**config.mk**
```make
export PLATFORM = sky130hd
export DESIGN_NAME = bus_arbiter_flat
export DESIGN_NICKNAME = d
export VERILOG_FILES = /design/src/rtl/bus_arbiter_if.sv /design/src/rtl/bus_arbiter.sv /design/src/flat_wrapper.sv
export SDC_FILE = /design/constraint.sdc
export NUM_CORES = 1
export LEC_CHECK = 0
export BUFFER_PORTS_ARGS = -buffer_cell sky130_fd_sc_hd__clkbuf_2
export CORE_AREA = 10 10 53 55
export DETAILED_ROUTE_END_ITERATION = 8
export DIE_AREA = 0 0 63 65
export HOLD_SLACK_MARGIN = 0.06
export PLACE_DENSITY = 0.65
export REMOVE_ABC_BUFFERS = 1
export SKIP_CTS_REPAIR_TIMING = 1
export SLEW_MARGIN = 20
export SYNTH_ARGS = -nofsm -noshare
export SYNTH_HDL_FRONTEND = slang
export SYNTH_SLANG_ARGS = --single-unit
export TNS_END_PERCENT = 100
```
**constraint.sdc**
```tcl
create_clock -name clk -period 1.9 [get_ports clk]
set_clock_uncertainty 0.1 [all_clocks]
set_input_delay 0.285 -clock clk [delete_from_list [all_inputs] [get_ports clk]]
set_output_delay 0.285 -clock clk [all_outputs]
set_load 0.03 [all_outputs]
```
**src/rtl/bus_arbiter_if.sv**
```systemverilog
// bus_arbiter_if: request/grant bundle between the bus arbiter and its requesters.
//   NUM_REQ  : number of requesters (2..8)
//   req      : per-requester request level, held until served
//   lock     : owner keeps the bus past done for back-to-back accesses
//   done     : one-cycle pulse from the owner when its transfer ends
//   gnt      : registered one-hot grant, zero when the bus has no owner
//   gnt_id   : index of the current owner, zero when gnt is zero
//   bus_busy : high exactly while gnt is non-zero
//   timeout  : one-cycle pulse after a grant is forcibly revoked
// Modport master is the arbiter side (drives the grant); slave is the requester side.
interface bus_arbiter_if #(
  parameter int unsigned NUM_REQ = 4
) ();
  localparam int unsigned ID_W = (NUM_REQ > 1) ? $clog2(NUM_REQ) : 1;

  logic [NUM_REQ-1:0] req;
  logic [NUM_REQ-1:0] lock;
  logic [NUM_REQ-1:0] done;
  logic [NUM_REQ-1:0] gnt;
  logic [ID_W-1:0]    gnt_id;
  logic               bus_busy;
  logic               timeout;

  modport master (
    input  req, lock, done,
    output gnt, gnt_id, bus_busy, timeout
  );

  modport slave (
    output req, lock, done,
    input  gnt, gnt_id, bus_busy, timeout
  );
endinterface

```
**src/rtl/bus_arbiter.sv**
```systemverilog
// bus_arbiter: round-robin owner sequencing for the shared internal MAR/RAM bus.
// Requester 0 is the CPU controller; the rest are loader, DMA and debug masters.
// Every ownership change passes through a one-cycle dead TURN state so two
// masters never drive the bus in the same cycle.
//   clk   : system clock, rising edge
//   rst_n : asynchronous active-low reset
//   bus   : bus_arbiter_if.master (req/lock/done in, gnt/gnt_id/bus_busy/timeout out)
// Optional feature macro BUS_ARB_TIMEOUT_EN: when defined, a hold counter
// revokes any grant after MAX_HOLD cycles and pulses timeout; otherwise a grant
// lasts until done without lock or a request drop, and timeout stays 0.
module bus_arbiter #(
  parameter int unsigned NUM_REQ  = 4,
  parameter int unsigned MAX_HOLD = 8
) (
  input  logic             clk,
  input  logic             rst_n,
  bus_arbiter_if.master    bus
);

  localparam int unsigned ID_W = (NUM_REQ > 1) ? $clog2(NUM_REQ) : 1;

  // Elaboration-time parameter range checks.
  if (NUM_REQ < 2 || NUM_REQ > 8) begin : g_bad_num_req
    $error("bus_arbiter: NUM_REQ must be 2..8");
  end
  if (MAX_HOLD < 2) begin : g_bad_max_hold
    $error("bus_arbiter: MAX_HOLD must be >= 2");
  end

  typedef enum logic [1:0] {
    IDLE  = 2'd0,
    GRANT = 2'd1,
    TURN  = 2'd2
  } state_t;

  state_t             state_q, state_nxt;
  logic [NUM_REQ-1:0] gnt_q, gnt_nxt;
  logic [ID_W-1:0]    id_q, id_nxt;
  logic               busy_q, busy_nxt;
  logic               to_q, to_nxt;
  logic [ID_W-1:0]    ptr_q, ptr_nxt;

`ifdef BUS_ARB_TIMEOUT_EN
  localparam int unsigned HOLD_W = (MAX_HOLD > 2) ? $clog2(MAX_HOLD) : 1;
  logic [HOLD_W-1:0]  hold_q, hold_nxt;
`endif

  logic               win_vld;
  logic [ID_W-1:0]    win_id;
  logic               rel_norm;
  logic               rel_to;

  // Round-robin search: first requester at or after the pointer, wrapping.
  always_comb begin
    int unsigned idx;
    win_vld = 1'b0;
    win_id  = '0;
    idx     = 0;
    for (int unsigned i = 0; i < NUM_REQ; i++) begin
      idx = (32'(ptr_q) + i) % NUM_REQ;
      if (!win_vld && bus.req[ID_W'(idx)]) begin
        win_vld = 1'b1;
        win_id  = ID_W'(idx);
      end
    end
  end

  // Owner-only release terms; other requesters' done/lock/req are ignored here.
  always_comb begin
    rel_norm = (bus.done[id_q] && !bus.lock[id_q]) || !bus.req[id_q];
`ifdef BUS_ARB_TIMEOUT_EN
    rel_to   = (hold_q == HOLD_W'(MAX_HOLD - 1));
`else
    rel_to   = 1'b0;
`endif
  end

  // State register and registered outputs.
  always_ff @(posedge clk or negedge rst_n) begin
    if (!rst_n) begin
      state_q <= IDLE;
      gnt_q   <= '0;
      id_q    <= '0;
      busy_q  <= 1'b0;
      to_q    <= 1'b0;
      ptr_q   <= '0;
`ifdef BUS_ARB_TIMEOUT_EN
      hold_q  <= '0;
`endif
    end else begin
      state_q <= state_nxt;
      gnt_q   <= gnt_nxt;
      id_q    <= id_nxt;
      busy_q  <= busy_nxt;
      to_q    <= to_nxt;
      ptr_q   <= ptr_nxt;
`ifdef BUS_ARB_TIMEOUT_EN
      hold_q  <= hold_nxt;
`endif
    end
  end

  // Next-state and next-output logic.
  always_comb begin
    state_nxt = state_q;
    gnt_nxt   = gnt_q;
    id_nxt    = id_q;
    busy_nxt  = busy_q;
    to_nxt    = 1'b0;
    ptr_nxt   = ptr_q;
`ifdef BUS_ARB_TIMEOUT_EN
    hold_nxt  = hold_q;
`endif
    case (state_q)
      IDLE, TURN: begin
        if (win_vld) begin
          state_nxt = GRANT;
          gnt_nxt   = NUM_REQ'(1) << win_id;
          id_nxt    = win_id;
          busy_nxt  = 1'b1;
`ifdef BUS_ARB_TIMEOUT_EN
          hold_nxt  = '0;
`endif
        end else begin
          state_nxt = IDLE;
          gnt_nxt   = '0;
          id_nxt    = '0;
          busy_nxt  = 1'b0;
        end
      end
      GRANT: begin
        if (rel_norm || rel_to) begin
          state_nxt = TURN;
          gnt_nxt   = '0;
          id_nxt    = '0;
          busy_nxt  = 1'b0;
          ptr_nxt   = ID_W'((32'(id_q) + 1) % NUM_REQ);
          // A normal release on the same edge wins over the timeout.
          to_nxt    = rel_to && !rel_norm;
        end else begin
`ifdef BUS_ARB_TIMEOUT_EN
          hold_nxt  = hold_q + HOLD_W'(1);
`endif
        end
      end
      default: begin
        state_nxt = IDLE;
        gnt_nxt   = '0;
        id_nxt    = '0;
        busy_nxt  = 1'b0;
      end
    endcase
  end

  assign bus.gnt      = gnt_q;
  assign bus.gnt_id   = id_q;
  assign bus.bus_busy = busy_q;
  assign bus.timeout  = to_q;

endmodule

```
**src/flat_wrapper.sv**
```systemverilog
// flat-port wrapper written by rule: the top's interface ports become plain ports
module bus_arbiter_flat 
#(
  parameter int unsigned NUM_REQ  = 4,
  parameter int unsigned MAX_HOLD = 8
)
  (clk, rst_n, bus_req, bus_lock, bus_done, bus_gnt, bus_gnt_id, bus_bus_busy, bus_timeout);
  bus_arbiter_if #(.NUM_REQ(NUM_REQ)) bus_i ();
  input  logic clk;
  input  logic rst_n;
  input wire logic [$bits(bus_i.req)-1:0] bus_req;
  input wire logic [$bits(bus_i.lock)-1:0] bus_lock;
  input wire logic [$bits(bus_i.done)-1:0] bus_done;
  output wire logic [$bits(bus_i.gnt)-1:0] bus_gnt;
  output wire logic [$bits(bus_i.gnt_id)-1:0] bus_gnt_id;
  output wire logic [$bits(bus_i.bus_busy)-1:0] bus_bus_busy;
  output wire logic [$bits(bus_i.timeout)-1:0] bus_timeout;
  assign bus_i.req = bus_req;
  assign bus_i.lock = bus_lock;
  assign bus_i.done = bus_done;
  assign bus_gnt = bus_i.gnt;
  assign bus_gnt_id = bus_i.gnt_id;
  assign bus_bus_busy = bus_i.bus_busy;
  assign bus_timeout = bus_i.timeout;
  bus_arbiter #(.NUM_REQ(NUM_REQ), .MAX_HOLD(MAX_HOLD)) u_core (.clk(clk), .rst_n(rst_n), .bus(bus_i));
endmodule
```
==> qor.txt, run 1 <==
status: complete, no violations
Max-cap violations: 0
HP Class: in -> async
ANT cells: 0
die span in x: 63 um
count of cell types in the netlist: 34
Die H: 65 um
hpwl dp: 1255 um
routed via count: 559
EDFF count, synth: 0
sequential power share: 32.5%
Final Cycle Share: 81.33%
clock sink total: 10
Syn Std Cell Area: 608.1 um^2
register area: 250.2 um^2
Metal-1 WL: 695 um
Final Hold Viols: 0
GR Overflow Total: 0
Sw Share: 45.85%
IO Pins: 22
Area Overhead vs Synth: 28.40%
sequential share of the synthesized area: 41.15%
TritonRoute pass-1 iters: 4
crit path DAT: 1.60 ns
clock root cell: clkbuf_4
top sig layer: met4
largest net degree at the start of global routing: 11
VDD IR max: 0.6933 mV
clock network fraction of total power: 15.4%
Syn Area/Cell: 9.501 um^2
I/O Buffers: 20
Startpoint Class: flip-flop
flops & latches, synth: 10
GRT Overall Usage: 7.624%
CP max-delay cell: dfrtp_1
Worst R2R Setup Slack: 0.35 ns
Psw: 0.5555 mW
# fillers: 196
vias in the first global route: 597
initial antenna violation count: 0
post-layout net count: 103
unrepaired setup endpoints after global routing: no
reg2reg path depth: 4
routed wl met2: 671 um
setup TNS: 0 ns
TritonCTS clock tree: built
Pleak: 0.3862 nW
Reg clk slew, reported paths: 0.06 ns
Ys Warns: 0
Final setup viols: 0
H-Tree Depth: 1
Core Region: 1862 um^2
crit-path cells: or2b_1 -> o32ai_2 -> a211oi_2 -> o32ai_1
CP max stage delay: 0.43 ns
die area: 4095 um^2
Final Routed Wirelength: 1461 um
TritonCTS Buffers: 3
First DRT Iteration DRCs: 5
power per cell area: 1552 nW/um^2
top_reg_cell synth: dfrtp_1
FP Rows: 16
layout cells sized above 1: 35.23%
post-route ant nets: 0
Tmin final: 1.545 ns
DRC Markers: 0
GP Congestion: 0.8102
Final Max Tran Viols: 0
FF-to-FF End: u_core.bus.gnt_id[1]
fraction of registers with async set/reset: 100.0%
worst path required time: 1.96 ns
CTS Buffer Depth: 2
crit path launch: u_core.bus.gnt_id[0]
Cell Area, Placed: 734.5 um^2
vias per cell: 4.861
CP Capture Type: flip-flop
Gate power share: 52.1%
f_max: 647.2 MHz
wire per inst: 12.70 um
Initial Util: 32.66%
design area: 780.7 um^2
crit path capture: u_core.bus.gnt_id[1]
WS Path Type: reg -> reg
global-route wire length before repair: 2580 um
worst flop-to-flop path startpoint: u_core.bus.gnt_id[0]
cells after synthesis: 64
worst skew pair latency: 0.26 ns
met3 wire length: 82 um
crit path max fanout: 7
Int Pwr: 0.6560 mW
area of the multi-input gates: 327.8 um^2
==> sequential cells by signal, summed over array words and instances (netlist names) <==
signal and count:
u_core.ptr_q 2, u_core.bus.gnt 4, u_core.state_q 2, u_core.bus.gnt_id 2
==> logic make-up after synthesis <==
kind of cell	Yosys count	synth area share, %
AOI/OAI and AO/OA	20	26.54
xor gates and xnor gates	1	1.441
buffers and inverters	7	4.938
DFF	10	41.15
muxes	1	1.646
other	1	0.6167
and+or+nand+nor	24	23.66
==> layout by cell type (no fill, tap or decap), types with 3 or more instances in the layout <==
cell      count
nand2_1       6
nor2_1        3
nand2b_1      3
nor2b_1       3
clkbuf_4      3
a21o_1        3
o22ai_1       4
inv_1         6
dfrtp_1      10
clkbuf_2     20
==> power by group through the flow <==
stage	combinational [mW]	sequential [mW]	clock, mW
2_1_floorplan	0.347	0.508	0
3_3_place_gp	0.635	0.400	0
3_5_place_dp	0.635	0.400	0
4_1_cts	0.637	0.396	0.194
5_1_grt	0.707	0.413	0.201
6_report	0.632	0.393	0.186
==> worst max-delay path: cells and delay by family (launching register included) <==
kind,cells,cell delay [ns]
compound gates,3,0.63
flops,1,0.43
simple gates,1,0.27
==> worst min path at each step <==
stage | start | to | slack (ns)
final | rst_n | u_core.bus.gnt[3] | 0.31
after global routing | rst_n | u_core.bus.gnt[3] | 0.33
after CTS | rst_n | u_core.bus.gnt[3] | -0.23
after detailed placement | rst_n | u_core.bus.gnt_id[1] | 0.06
after global placement | rst_n | u_core.state_q[1] | 0.06
after floorplan | rst_n | u_core.bus.gnt[0] | -0.11
==> through the flow <==
step | instances | worst slack, ns | total power, mW | hold WS, ns | util, %
global placement | 110 | 0.3440 | 1.035 | 0.05866 | 39.45
detailed placement | 110 | 0.3537 | 1.034 | 0.06112 | 39.45
CTS | 114 | 0.3387 | 1.226 | -0.2271 | 41.40
global route | 115 | 0.2276 | 1.321 | 0.3256 | 41.94
floorplan | 63 | 0.2504 | 0.8552 | -0.1106 | -
finish | 115 | 0.3548 | 1.211 | 0.3100 | 41.94
==> synth_stat cells, types with 3 or more instances <==
cell / count / share of area, %
inv_1: 6 / 3.7
dfrtp_1: 10 / 41
nor2b_1: 3 / 3.1
nand2_1: 6 / 3.7
nand2b_1: 3 / 3.1
nor2_1: 3 / 1.9
a21o_1: 3 / 3.7
o22ai_1: 4 / 4.1
==> cell type report <==
class | count | area share [%]
Clock buffer | 4 | 4.647
Inverter | 6 | 2.885
Multi-Input combinational cell | 47 | 41.99
Sequential cell | 10 | 32.05
Tap cell | 27 | 4.327
Timing Repair Buffer | 21 | 14.10
==> routing by layer <==
layer / track usage [%] / vias to the layer above
li1: - / 283
met3: 2.234 / 2
met2: 11.93 / 15
met4: 4.190 / 0
met1: 9.171 / 259
met5: 0 / -
Note: power is estimated with default switching activity, not from simulation.
==> run 2, diff against run 1 <==
Settings changed: PLACE_DENSITY 0.65 to 0.67.
Clock period 1.9 ns to 1.3 ns, I/O delays scaled along.
==> run 2 against run 1 <==
Net effect:
- the run now ends with setup timing left
- critical path depth rose by 1
- first-iteration DRC count grew to 4.0 times the previous value
- via count increased by 22%
- sequential cell count is the same
- hold slack worse by 0.10 ns
- maximum frequency fell by 1.9%
- largest cell class unchanged
==> qor.txt, run 2 (synthesis results as in run 1) <==
WS Path Type: reg -> reg
Worst R2R Setup Slack: -0.27 ns
HP Class: in -> async
H-Tree Depth: 1
cell family with most CP delay: compound AO/OA/AOI/OAI gates
CP max-delay cell: dfrtp_1
worst flop-to-flop path startpoint: u_core.bus.gnt_id[0]
Final setup viols: 12
First DRT Iteration DRCs: 20
wire per inst: 15.74 um
power per cell area: 2455 nW/um^2
unrepaired setup endpoints after global routing: yes
Max-cap violations: 0
IO Pins: 22
VDD IR max: 1.374 mV
GRT Overall Usage: 9.145%
Area Overhead vs Synth: 75.31%
CP max stage delay: 0.41 ns
global-route wire length before repair: 2980 um
Die H: 65 um
max reg flops: 4
FP Rows: 16
status: complete, but fails checks
crit-path cells: or2b_1 -> o32ai_4 -> a211oi_4 -> buf_6 -> o32ai_2
area of the multi-input gates: 422.9 um^2
initial antenna violation count: 0
register area: 251.5 um^2
Final Max Tran Viols: 0
Initial Util: 32.66%
pre-CTS WS: -0.2660 ns
crit path max fanout: 6
DRC Markers: 0
CTS Buffer Depth: 2
failing checks: setup timing
Final Routed Wirelength: 2156 um
routed via count: 683
worst path required time: 1.37 ns
Final Cycle Share: 121.1%
hpwl dp: 1495 um
ANT cells: 0
largest net degree at the start of global routing: 11
vias per cell: 4.985
clock sink total: 10
reg2reg path depth: 5
post-route ant nets: 0
FF-to-FF End: u_core.bus.gnt_id[1]
# fillers: 174
Startpoint Class: flip-flop
Buffers & Inverters on Critical Path: 1
GP Congestion: 0.8070
TritonCTS clock tree: built
worst setup margin: -0.2748 ns
post-layout net count: 125
layout cells sized above 1: 59.09%
Pleak: 0.5157 nW
setup TNS: -2.327 ns
f_max: 635.0 MHz
I/O Buffers: 20
clock root cell: clkbuf_4
vias in the first global route: 655
TritonRoute pass-1 iters: 4
GR Overflow Total: 0
TritonCTS Buffers: 3
die area: 4095 um^2
die span in x: 63 um
Pwr Total: 2.617 mW
Tmin final: 1.575 ns
worst skew pair latency: 0.28 ns
most frequent cells in the layout: buf_4, clkbuf_2, dfrtp_1
CP Capture Type: flip-flop
leading cell type in the layout, fill and taps excluded: buf_4
Core Region: 1862 um^2
crit path DAT: 1.65 ns
Final Hold Viols: 0
Reg clk slew, reported paths: 0.08 ns
run 2: routing by layer:
layer | up-vias | wire length, um | GRT usage, %
met3 | 4 | 153 | 4.811
met5 | - | 0 | 0
li1 | 327 | - | -
met2 | 28 | 1043 | 13.83
met1 | 324 | 928 | 10.74
met4 | 0 | 30 | 3.352
run 2: worst max path at each step:
stage                         startpoint              endpoint  slack, ns  cells past startpoint
floorplan           u_core.bus.gnt_id[1]       u_core.ptr_q[1]      -0.35                      4
global route        u_core.bus.gnt_id[0]  u_core.bus.gnt_id[1]      -0.34                      5
finish              u_core.bus.gnt_id[0]  u_core.bus.gnt_id[1]      -0.27                      5
detailed placement  u_core.bus.gnt_id[0]  u_core.bus.gnt_id[1]      -0.27                      5
CTS                 u_core.bus.gnt_id[0]  u_core.bus.gnt_id[1]      -0.29                      5
global placement    u_core.bus.gnt_id[0]  u_core.bus.gnt_id[1]      -0.19                      5
run 2: area by class of cell:
cell class,count,share of cell area (%)
well taps,27,3.169
clock buffers,4,3.404
multi-input cells,47,39.67
inverters,6,2.113
repair buffers,43,28.05
flip-flops and latches,10,23.59
run 2: power breakdown:
| group | total, mW | internal [mW] | switching [mW] |
|---|---|---|---|
| sequential | 0.570 | 0.446 | 0.124 |
| combinational | 1.75 | 0.880 | 0.875 |
| clock | 0.292 | 0.170 | 0.122 |
| total | 2.62 | 1.50 | 1.12 |
run 2: through the flow:
| stage | instances | utilization, % | hold slack, ns | area [um^2] |
|---|---|---|---|---|
| 3_3_place_gp | 127 | 46.30 | -0.02548 | 862.1 |
| 6_report | 137 | 57.26 | 0.2086 | 1066 |
| 4_1_cts | 131 | 48.25 | -0.3251 | 898.4 |
| 3_5_place_dp | 127 | 46.30 | -0.01922 | 862.1 |
| 2_1_floorplan | 63 | - | -0.2006 | 600.6 |
| 5_1_grt | 137 | 57.26 | 0.2249 | 1066 |
==> run 3, diff against run 2 <==
Settings changed: BUFFER_PORTS_ARGS -buffer_cell sky130_fd_sc_hd__clkbuf_2 to unset, DONT_BUFFER_PORTS set to 1, PLACE_DENSITY 0.67 to 0.56.
==> run 3 against run 2 <==
Net effect:
- largest cell class unchanged
- sequential cell count did not move
- critical path depth stayed put
- critical path type unchanged
- clock power down 5%
- the flow still finishes with violations (setup timing)
==> qor.txt, run 3 (synthesis results as in run 1) <==
# fillers: 180
Tmin final: 1.515 ns
Die H: 65 um
worst flop-to-flop path startpoint: u_core.bus.gnt_id[0]
GP Congestion: 0.8306
Final Routed Wirelength: 1694 um
unrepaired setup endpoints after global routing: yes
post-route ant nets: 0
crit-path cells: or2b_1 -> o32ai_4 -> a211oi_4 -> buf_6 -> o22ai_2
Startpoint Class: flip-flop
Hold EP: u_core.state_q[0]
ANT cells: 0
TritonCTS clock tree: built
vias per cell: 5.174
most frequent cells in the layout: buf_4, dfrtp_1, nand2_1, inv_1, o22ai_2
worst path required time: 1.35 ns
Psw: 0.9777 mW
clock root cell: clkbuf_4
Final Cycle Share: 116.5%
FF-to-FF End: u_core.bus.gnt[0]
f_max: 660.1 MHz
worst skew pair latency: 0.27 ns
WS Path Type: reg -> reg
VDD IR max: 0.9629 mV
Initial Util: 32.66%
sequential power share: 27.3%
Reg clk slew, reported paths: 0.07 ns
I/O Buffers: 0
largest net degree at the start of global routing: 11
post-layout net count: 97
First DRT Iteration DRCs: 25
Final Hold Viols: 0
die area: 4095 um^2
clock network fraction of total power: 12.5%
GR Util met2: 11.04%
Final Max Tran Viols: 0
Area Overhead vs Synth: 42.39%
Int Pwr: 1.232 mW
TritonRoute pass-1 iters: 4
CP max-delay cell: dfrtp_1
vias in the first global route: 548
Placed Cells: 103
reg2reg path depth: 5
met3 usage: 3.952%
area of the multi-input gates: 402.9 um^2
CP max stage delay: 0.39 ns
power per cell area: 2552 nW/um^2
GR Overflow Total: 0
busiest grt layer: met2
GRT Overall Usage: 8.016%
die span in x: 63 um
clock sink total: 10
hpwl dp: 1311 um
crit path DAT: 1.56 ns
register area: 251.5 um^2
Non-Filler Instances: 109
DRC Markers: 0
Pleak: 0.3830 nW
leading cell type in the layout, fill and taps excluded: buf_4
HP Class: in -> reg
IO Pins: 22
Core Region: 1862 um^2
wire per inst: 15.54 um
Sw Share: 44.24%
status: complete, but fails checks
failing checks: setup timing
Gate power share: 60.2%
Hold Path Depth: 3
global-route wire length before repair: 2601 um
routed via count: 564
hold_sp: bus_req[0]
layout cells sized above 1: 41.46%
H-Tree Depth: 1
met1 usage: 9.473%
CTS Buffer Depth: 2
CP Capture Type: flip-flop
Final setup viols: 10
Worst R2R Setup Slack: -0.21 ns
TritonCTS Buffers: 3
max reg flops: 4
crit path max fanout: 4
FP Rows: 16
setup TNS: -1.589 ns
worst setup margin: -0.2148 ns
Max-cap violations: 0
initial antenna violation count: 0
run 3: power groups by stage:
| stage | Sequential [mW] | Combinational (mW) | Clock, mW |
|---|---|---|---|
| 3_5_place_dp | 0.603 | 1.08 | 0 |
| 5_1_grt | 0.626 | 1.45 | 0.302 |
| 2_1_floorplan | 0.742 | 0.508 | 0 |
| 4_1_cts | 0.596 | 1.09 | 0.291 |
| 3_3_place_gp | 0.600 | 1.09 | 0 |
| 6_report | 0.603 | 1.33 | 0.277 |
run 3: worst max-delay path by stage:
| stage | start | to | slack [ns] | cells after the start |
|---|---|---|---|---|
| 6_report | u_core.bus.gnt_id[0] | u_core.bus.gnt[0] | -0.21 | 5 |
| 5_1_grt | u_core.bus.gnt_id[0] | u_core.bus.gnt[0] | -0.31 | 5 |
| 4_1_cts | u_core.bus.gnt_id[0] | u_core.bus.gnt_id[1] | -0.20 | 4 |
| 3_5_place_dp | u_core.bus.gnt_id[0] | u_core.ptr_q[0] | -0.19 | 4 |
| 3_3_place_gp | u_core.bus.gnt_id[0] | u_core.bus.gnt_id[1] | -0.19 | 4 |
| 2_1_floorplan | u_core.bus.gnt_id[1] | u_core.ptr_q[1] | -0.35 | 4 |
run 3: per-layer routing:
metal  up-vias  share of wire, %  routed length, um
li1        273                 -                  -
met1       258                41                703
met2        27                45                768
met3         6                11                179
met4         0               2.5                 42
met5         -                 0                  0
run 3: critical path: cells and delay by family (launching register included):
| kind | cells | cell delay [ns] |
|---|---|---|
| flops | 1 | 0.39 |
| simple gates | 1 | 0.19 |
| compound gates | 3 | 0.56 |
| buf+inv | 1 | 0.17 |
run 3: final cells by class:
type	instances	area share, %
multi-input cells	47	46.53
clock buffers	4	4.191
inverters	6	2.601
flip-flops and latches	10	29.05
well taps	27	3.902
repair buffers	15	13.73
run 3: metrics by stage:
stage	instance area, um^2	hold WS (ns)	util (%)	total power, mW	worst slack (ns)
after floorplan	600.6	-0.2006	-	1.250	-0.3496
after global placement	732.0	-0.2002	39.31	1.687	-0.1910
after detailed placement	732.0	-0.2002	39.31	1.682	-0.1855
after CTS	768.2	-0.4968	41.26	1.974	-0.1965
after global routing	865.8	0.1998	46.51	2.375	-0.3054
final	865.8	0.1882	46.51	2.210	-0.2148
